<file path="config.mk">
export PLATFORM = sky130hd
export DESIGN_NAME = sub_32_serial_flat
export DESIGN_NICKNAME = d
export VERILOG_FILES = /design/src/rtl/sub_32_serial_if.sv /design/src/rtl/sub_32_serial.sv /design/src/flat_wrapper.sv
export SDC_FILE = /design/constraint.sdc
export NUM_CORES = 1
export LEC_CHECK = 0
export ABC_AREA = 1
export BUFFER_PORTS_ARGS = -buffer_cell sky130_fd_sc_hd__buf_4
export CAP_MARGIN = 20
export CORE_MARGIN = 3
export CORE_UTILIZATION = 40
export DETAILED_ROUTE_END_ITERATION = 8
export PLACE_DENSITY_LB_ADDON = 0.12
export SETUP_SLACK_MARGIN = 0.15
export SLEW_MARGIN = 20
export SYNTH_ARGS = -nofsm -noshare
export SYNTH_HDL_FRONTEND = slang
export SYNTH_SLANG_ARGS = --single-unit
</file>
<file path="constraint.sdc">
create_clock -name clk -period 4.9 [get_ports clk]
set_input_delay 0.98 -clock clk [delete_from_list [all_inputs] [get_ports clk]]
set_output_delay 0.98 -clock clk [all_outputs]
set_load 0.01 [all_outputs]
</file>
<file path="src/rtl/sub_32_serial_if.sv">
// Operand/result handshake bundle for the serial lookahead subtractor.
// The producer/consumer side uses master; the subtractor uses slave.
interface sub_32_serial_if #(
   parameter int WIDTH = 32
);
   logic             in_valid;
   logic             in_ready;
   logic [WIDTH-1:0] a;
   logic [WIDTH-1:0] b;
   logic             b_in;
   logic             out_valid;
   logic             out_ready;
   logic [WIDTH-1:0] d;
   logic             b_out;
   logic             ovf;

   modport master (
      output in_valid, a, b, b_in, out_ready,
      input  in_ready, out_valid, d, b_out, ovf
   );

   modport slave (
      input  in_valid, a, b, b_in, out_ready,
      output in_ready, out_valid, d, b_out, ovf
   );
endinterface

</file>
<file path="src/rtl/sub_32_serial.sv">
// Multi-cycle subtractor d = a - b - b_in, one SLICE_W-bit lookahead slice per clock.
// Computed as a + ~b + ~b_in; the running carry register links consecutive slices.
module sub_32_serial #(
   parameter int WIDTH   = 32,
   parameter int SLICE_W = 4
) (
   input  logic           clk,
   input  logic           rst,
   sub_32_serial_if.slave bus
);

   localparam int NSLICE = WIDTH / SLICE_W;
   localparam int CNT_W  = (NSLICE > 1) ? $clog2(NSLICE) : 1;
   localparam logic [CNT_W-1:0] LAST_CNT = CNT_W'(NSLICE - 1);

   typedef enum logic [1:0] {IDLE, RUN, DONE} state_t;

   state_t             state;
   state_t             state_nxt;
   logic [CNT_W-1:0]   cnt;
   logic [WIDTH-1:0]   a_r;
   logic [WIDTH-1:0]   b_r;
   logic [WIDTH-1:0]   d_r;
   logic               carry_r;
   logic               b_out_r;
   logic               ovf_r;
   logic [SLICE_W-1:0] a_sl;
   logic [SLICE_W-1:0] b_sl;
   logic [SLICE_W-1:0] d_sl;
   logic               c_out;
   logic               last;
   logic               in_ready_c;
   logic               out_valid_c;

   // Carries fully expanded: c[i+1] = g[i] | p[i]g[i-1] | ... | p[i..0]c0, no ripple.
   function automatic logic [SLICE_W:0] lookahead_slice(
      input logic [SLICE_W-1:0] x,
      input logic [SLICE_W-1:0] y_n,
      input logic               c0
   );
      logic [SLICE_W-1:0] p;
      logic [SLICE_W-1:0] g;
      logic [SLICE_W:0]   c;
      logic [SLICE_W-1:0] s;
      logic               pp;
      p    = x ^ y_n;
      g    = x & y_n;
      c    = '0;
      c[0] = c0;
      for (int i = 0; i < SLICE_W; i++) begin
         pp = 1'b1;
         for (int k = 0; k <= i; k++) pp = pp & p[k];
         c[i+1] = pp & c0;
         for (int j = 0; j <= i; j++) begin
            pp = g[j];
            for (int k = j + 1; k <= i; k++) pp = pp & p[k];
            c[i+1] = c[i+1] | pp;
         end
      end
      s = p ^ c[SLICE_W-1:0];
      return {c[SLICE_W], s};
   endfunction

   function automatic logic sub_ovf(input logic a_msb, input logic b_msb, input logic d_msb);
      return (a_msb != b_msb) && (d_msb != a_msb);
   endfunction

   assign a_sl = a_r[int'(cnt) * SLICE_W +: SLICE_W];
   assign b_sl = b_r[int'(cnt) * SLICE_W +: SLICE_W];
   assign {c_out, d_sl} = lookahead_slice(a_sl, ~b_sl, carry_r);
   assign last = (cnt == LAST_CNT);

   always_ff @(posedge clk) begin
      if (rst) state <= IDLE;
      else     state <= state_nxt;
   end

   always_comb begin
      state_nxt   = state;
      in_ready_c  = 1'b0;
      out_valid_c = 1'b0;
      case (state)
         IDLE: begin
            in_ready_c = 1'b1;
            if (bus.in_valid) state_nxt = RUN;
         end
         RUN: begin
            if (last) state_nxt = DONE;
         end
         DONE: begin
            out_valid_c = 1'b1;
            if (bus.out_ready) state_nxt = IDLE;
         end
         default: state_nxt = IDLE;
      endcase
   end

   always_ff @(posedge clk) begin
      if (rst) begin
         cnt     <= '0;
         d_r     <= '0;
         b_out_r <= 1'b0;
         ovf_r   <= 1'b0;
      end else begin
         case (state)
            IDLE: begin
               if (bus.in_valid) begin
                  a_r     <= bus.a;
                  b_r     <= bus.b;
                  carry_r <= ~bus.b_in;
                  d_r     <= '0;
                  cnt     <= '0;
               end
            end
            RUN: begin
               d_r[int'(cnt) * SLICE_W +: SLICE_W] <= d_sl;
               carry_r <= c_out;
               cnt     <= cnt + 1'b1;
               // Final slice: borrow is the inverted carry, overflow from captured signs.
               if (last) begin
                  b_out_r <= ~c_out;
                  ovf_r   <= sub_ovf(a_r[WIDTH-1], b_r[WIDTH-1], d_sl[SLICE_W-1]);
               end
            end
            default: ;
         endcase
      end
   end

   assign bus.in_ready  = in_ready_c;
   assign bus.out_valid = out_valid_c;
   assign bus.d         = d_r;
   assign bus.b_out     = b_out_r;
   assign bus.ovf       = ovf_r;

endmodule

</file>
<file path="src/flat_wrapper.sv">
// flat-port wrapper written by rule: the top's interface ports become plain ports
module sub_32_serial_flat 
#(
   parameter int WIDTH   = 32,
   parameter int SLICE_W = 4
)
  (clk, rst, bus_in_valid, bus_a, bus_b, bus_b_in, bus_out_ready, bus_in_ready, bus_out_valid, bus_d, bus_b_out, bus_ovf);
  sub_32_serial_if #(.WIDTH(WIDTH)) bus_i ();
  input  logic clk;
  input  logic rst;
  input wire logic [$bits(bus_i.in_valid)-1:0] bus_in_valid;
  input wire logic [$bits(bus_i.a)-1:0] bus_a;
  input wire logic [$bits(bus_i.b)-1:0] bus_b;
  input wire logic [$bits(bus_i.b_in)-1:0] bus_b_in;
  input wire logic [$bits(bus_i.out_ready)-1:0] bus_out_ready;
  output wire logic [$bits(bus_i.in_ready)-1:0] bus_in_ready;
  output wire logic [$bits(bus_i.out_valid)-1:0] bus_out_valid;
  output wire logic [$bits(bus_i.d)-1:0] bus_d;
  output wire logic [$bits(bus_i.b_out)-1:0] bus_b_out;
  output wire logic [$bits(bus_i.ovf)-1:0] bus_ovf;
  assign bus_i.in_valid = bus_in_valid;
  assign bus_i.a = bus_a;
  assign bus_i.b = bus_b;
  assign bus_i.b_in = bus_b_in;
  assign bus_i.out_ready = bus_out_ready;
  assign bus_in_ready = bus_i.in_ready;
  assign bus_out_valid = bus_i.out_valid;
  assign bus_d = bus_i.d;
  assign bus_b_out = bus_i.b_out;
  assign bus_ovf = bus_i.ovf;
  sub_32_serial #(.WIDTH(WIDTH), .SLICE_W(SLICE_W)) u_core (.clk(clk), .rst(rst), .bus(bus_i));
endmodule
</file>
; After elaboration in Yosys (flattened, before gate mapping)
; Cells that the tools add are included.
[totals]
reg_bits = 104
inputBits = 69
out_inout_bits = 36
wordCells = 73
[classes]
add_sub_neg = 2
n_eq_ne = 8
shifts = 4
mux = 13
bitwise_logic = 30
reduce_logical = 8
[op_table]
columns = op, n
row1 = case mux 32 bit (2 select lines), 1
row2 = indexed part select 32 x 6 -> 4 bit, 2
row3 = negation 5 -> 33 bit, 1
row4 = variable shift 4 x 33 -> 32 bit (first input constant), 1
row5 = indexed part select 4 x 33 -> 32 bit, 1
row6 = bitwise mux 32 bit, 1
row7 = 2-to-1 mux 32 bit, 1
row8 = AND 1 bit, 13
row9 = bitwise OR 1 bit, 10
row10 = AND reduction 3 bit, 3
row11 = XOR 4 bit, 2
row12 = 2-to-1 mux 2 bit, 3
row13 = case mux 2 bit (3 select lines), 1
row14 = case mux 3 bit (2 select lines), 1
row15 = AND 4 bit, 1
row16 = inequality test 2 bit (second input constant), 2
row17 = inverter 4 bit, 1
row18 = AND reduction 2 bit, 2
row19 = adder 3 x 1 -> 3 bit (second input constant), 1
row20 = equality test 3 bit (second input constant), 1
row21 = 2-to-1 mux 1 bit, 3
row22 = 2-to-1 mux 3 bit, 1
row23 = inverter 1 bit, 3
row24 = equality test 2 x 1 -> 1 bit (second input constant), 1
row25 = 7 further kinds, 8

; Logic depth before layout (Yosys ltp)
[depth]
ltp_word = 13
ltp_mapped = 16

; Least setup slack after synthesis
; Ideal clock, no wire load.
[synth_path]
kind = in2reg
startpoint = input rst
endpoint = register u_core.a_r[0] (enable)
arrival_time_ns = 3.873
setup_slack_ns = 0.540
cell_stages = 2
path_cell_list = clkbuf_1 -> nor2_1
[synth_via]
elab_chain_cells = 2
[synth_rtl]
columns = item, line_no
row1 = "start, declared", flat_wrapper.sv:10  ; input logic rst;
row2 = inverter 1 bit (no source line), n/a
row3 = AND reduction 3 bit (no source line), n/a
row4 = "end signal, assigned", sub_32_serial.sv:108  ; a_r <= bus.a;
row5 = "end, declared", sub_32_serial.sv:21  ; logic [WIDTH-1:0] a_r;
; Every way passes these cells.
; A chain may end at the register's enable or synchronous reset.

; Worst setup path in the final report
[layout_path]
startpoint = register u_core.cnt[0]
endpoint = register u_core.d_r[31], in the netlist u_core.bus.d[31]
[layout_via]
elab_chain_cells = 13
word_cells_on_any_way = 25
classes_between = add/sub (1) / shift (4) / mux (2) / bitwise (18)
[layout_rtl]
columns = item, line_no
row1 = "start, declared", sub_32_serial.sv:20  ; logic [CNT_W-1:0] cnt;
row2 = "start signal, assigned", sub_32_serial.sv:118  ; cnt <= cnt + 1'b1;
row3 = indexed part select 32 x 6 -> 4 bit, sub_32_serial.sv:69  ; assign b_sl = b_r[int'(cnt) * SLICE_W +: SLICE_W];
row4 = inverter 4 bit, sub_32_serial.sv:70  ; assign {c_out, d_sl} = lookahead_slice(a_sl, ~b_sl, carry_r);
row5 = XOR 4 bit, sub_32_serial.sv:46  ; p = x ^ y_n;
row6 = AND 1 bit (2 in series), sub_32_serial.sv:52  ; for (int k = 0; k <= i; k++) pp = pp & p[k];
row7 = AND 1 bit, sub_32_serial.sv:53  ; c[i+1] = pp & c0;
row8 = bitwise OR 1 bit (3 in series), sub_32_serial.sv:57  ; c[i+1] = c[i+1] | pp;
row9 = XOR 4 bit, sub_32_serial.sv:60  ; s = p ^ c[SLICE_W-1:0];
row10 = indexed part select 4 x 33 -> 32 bit, sub_32_serial.sv:116  ; d_r[int'(cnt) * SLICE_W +: SLICE_W] <= d_sl;
row11 = bitwise mux 32 bit (*), sub_32_serial.sv:116
row12 = case mux 32 bit (2 select lines) (*), sub_32_serial.sv:105  ; case (state)
row13 = "end signal, assigned by index", sub_32_serial.sv:116
row14 = "end, declared", sub_32_serial.sv:23  ; logic [WIDTH-1:0] d_r;
; Every way passes the cells marked *; elsewhere a longest branch is shown, timed or not.

==> key figures <==
Critical path
  – Worst setup path class: flop to flop
  – Crit Path Max Fanout: 41
  – Worst EP required: 5190 ps
  – Worst Path Arrival: between 3000 and 4000 ps
  – Slowest stage delay, CP: a little over 700 ps
  – Critical path endpoint category: flop
  – Most Frequent Cell on Critical Path: nand3_1
  – Worst path slowest cell: inv_1
  – Startpoint Class: flop
  – Critical path cell sequence: buf_4 > inv_1 > o21ai_0 > o221ai_1 > o21ai_0 > ha_1 > nand3_1 > nand3_1 > nand2_1 > nand3_1 > nand3_1 > nor2_1 > nand2_1 > a21oi_1

Floorplanning
  – Die Area: approximately 12000 µm²
  – Die width: 111 µm
  – Die Span Y: approximately 110 µm
  – Initial core utilization: a little over two fifths
  – Io pins: between 100 and 150
  – Row Count: 37
  – Core area: around 11000 µm²

Timing
  – Max frequency: 319 MHz
  – RSZ-0062 raised after global routing: false
  – Worst-margin pin slew: about 1000 ps
  – Final Slew Violations: 0
  – Final setup skew: around 15 ps
  – Post-route setup TNS: 0 ps
  – Endpoints failing setup: 0
  – Final min period: between 3000 and 4000 ps
  – Rel. slew slack: a little over 30%
  – Crit share post-route: between 60 and 70%
  – Final Hold Fails: 0

Synthesis
  – Synth Register Bits: between 100 and 150
  – Synth area leader: edfxtp_1
  – Mapped cell area: approximately 4400 µm²
  – Synth cell types: 29
  – Sequential element share of the synthesized area: between 60 and 70%
  – Post-synth net total: 514
  – Post-synth top area share: 44.5%
  – Syn. warnings: 0
  – Top post-synthesis cells by area: edfxtp_1 (45%), dfxtp_1 (18%), nand2_1 (7.2%)
  – Post-Syn Instances: 433
  – Mapped Avg Cell Area: about 10 µm²

Detailed routing
  – Vias per cell: approximately 5
  – Wire per inst: 14.4 µm
  – TritonRoute pass-1 iters: 4
  – Total Routed Length: ~10 mm
  – Initial DRC count: 170
  – Vias: approximately 3400
  – Post-route antenna net violation count: 0
  – # DRC: 0

Clock tree
  – CTS Buf Count: 9
  – Root Buffer: clkbuf_8
  – Clock sink count: 104
  – Clock transition at the registers of the reported paths: roughly 100 ps
  – Setup bufs post-CTS: 0
  – Worst skew pair latency: between 300 and 400 ps
  – CTS tree: yes
  – Worst-case clock buffer depth: 2
  – Hold-fix buffers, CTS: 0
  – H-tree levels: 3
  – Post-CTS sizing: 0

Pwr
  – Clock Power Share: around 30%
  – Leak Pwr: between 2 and 2.5 nW
  – Sw power: around 0.48 mW
  – Flop pwr share: between 50 and 60%
  – Pwr dens: approximately 320 nW/µm²
  – Comb power frac: 14.2%
  – Internal power: about 1.3 mW
  – Sw Share: approximately 28%
  – Max rail drop VDD: roughly 0.00016 V

Cells and area
  – Final Util: between 50% and 60%
  – Register area: between 2000 and 3000 µm²
  – Non-Filler Instances: between 600 and 700
  – Final-stage net count: 617
  – Antenna cells: 0
  – Area of the multi-input gates: 1500 µm²
  – Area delta synth->final: 25.4%
  – Fillers: between 900 and 1000
  – Layout cells sized above 1: 26.2%

GRT
  – Grt ovf: 0
  – Largest net degree at the start of global routing: between 40 and 50
  – Global Route Usage Sum: approximately 16%
  – Antenna violations before repair: 0
  – First-pass GRT wire length: 16.0 mm
  – Vias in the first global route: 3296

Placement
  – Gpl congestion: 0.821
  – Placed insts: 661
  – Post-DP HPWL: roughly 7.3 mm
  – Buffers on Ports: roughly 100

Run status
  – Run status: completed

Min path
  – Hold WC Path Type: flop to flop

Job
  – Max Cap Violations: 0
[per-layer routing]
layer	wire [µm]	track usage, %	vias up
met1	4440	21.1	1572
met4	112	3.78	0
met5	0	0	-
met2	4680	26.6	89
li1	-	-	1695
met3	501	4.31	9
[Yosys cell counts (all sizes together)]
cell type	number
or2	1
buf	3
nand2	87
nor2	68
o21ai	40
dfxtp	39
ha	11
edfxtp	65
nor4	4
a21oi	37
clkbuf	12
xnor2	1
a31oi	4
nor3	10
o22ai	8
o211ai	1
nand4	3
o21a	1
o221ai	4
fa	1
inv	26
nand3	7
[power by group through the flow]
| stage | clock [mW] | combinational, mW | sequential, mW |
|---|---|---|---|
| after global routing | 0.568 | 0.280 | 0.977 |
| after detailed placement | 0 | 0.248 | 0.995 |
| after floorplan | 0 | 0.152 | 0.993 |
| after CTS | 0.534 | 0.249 | 0.975 |
| after global placement | 0 | 0.244 | 0.995 |
| final | 0.516 | 0.246 | 0.974 |
[sequential cells by signal, summed over array words and instances (netlist names)]
signal,flops
u_core.a_r,32
u_core.b_r,32
u_core.bus.b_out,1
u_core.bus.d,32
u_core.bus.ovf,1
u_core.carry_r,1
u_core.cnt,3
u_core.state,2
[critical path, delay by kind of cell (launching register included)]
family          cells  cell delay, ps
simple gates        7             740
flops               1             320
compound gates      4             630
fa+ha+maj           1             400
buf+inv             2             970
[cells in the final DEF, fill, tap and decap left out, drive strengths merged, types with 4 or more instances in the layout]
master and n:
edfxtp 65, nand2 87, buf 107, dfxtp 39
nor4 4, o221ai 4, o21ai 40, nor2 68
inv 31, a21oi 37, clkbuf 9, nor3 10
a31oi 4, o22ai 8, nand3 7, ha 11
[kinds of logic after synthesis]
family,share of synthesized area [%]
and+or+nand+nor,18.6
DFF,62.3
AOI/OAI and AO/OA,11.6
buffers and inverters,3.57
adders and majority gates,3.60
xor gates and xnor gates,0.200
[per-stage QoR]
stage | cell area [µm²] | total power, mW | hold WS, ps | setup slack, ps
floorplan | 4380 | 1.14 | 484 | 540
global placement | 5310 | 1.24 | 451 | 1840
detailed placement | 5310 | 1.24 | 458 | 1770
CTS | 5500 | 1.76 | 473 | 1760
global route | 5500 | 1.83 | 486 | 1330
finish | 5500 | 1.74 | 469 | 1770
[area by class of cell]
class / instances / area share (%)
Clock buffer: 9 / 2.25
Clock inverter: 7 / 1.23
Inverter: 26 / 1.78
Multi-Input combinational cell: 288 / 27.3
Sequential cell: 104 / 49.7
Tap cell: 136 / 3.10
Timing Repair Buffer: 107 / 14.6
[path summary, 6_finish.rpt]
check,endpoint,cells after the start,slack [ps],startpoint
min reg2reg,u_core.bus.d[25],2,470,u_core.bus.d[25]
min,u_core.bus.d[25],2,470,u_core.bus.d[25]
max,u_core.bus.d[31],14,1770,u_core.cnt[0]
max reg2reg,u_core.bus.d[31],14,1770,u_core.cnt[0]
(Power assumes the default switching activity.)
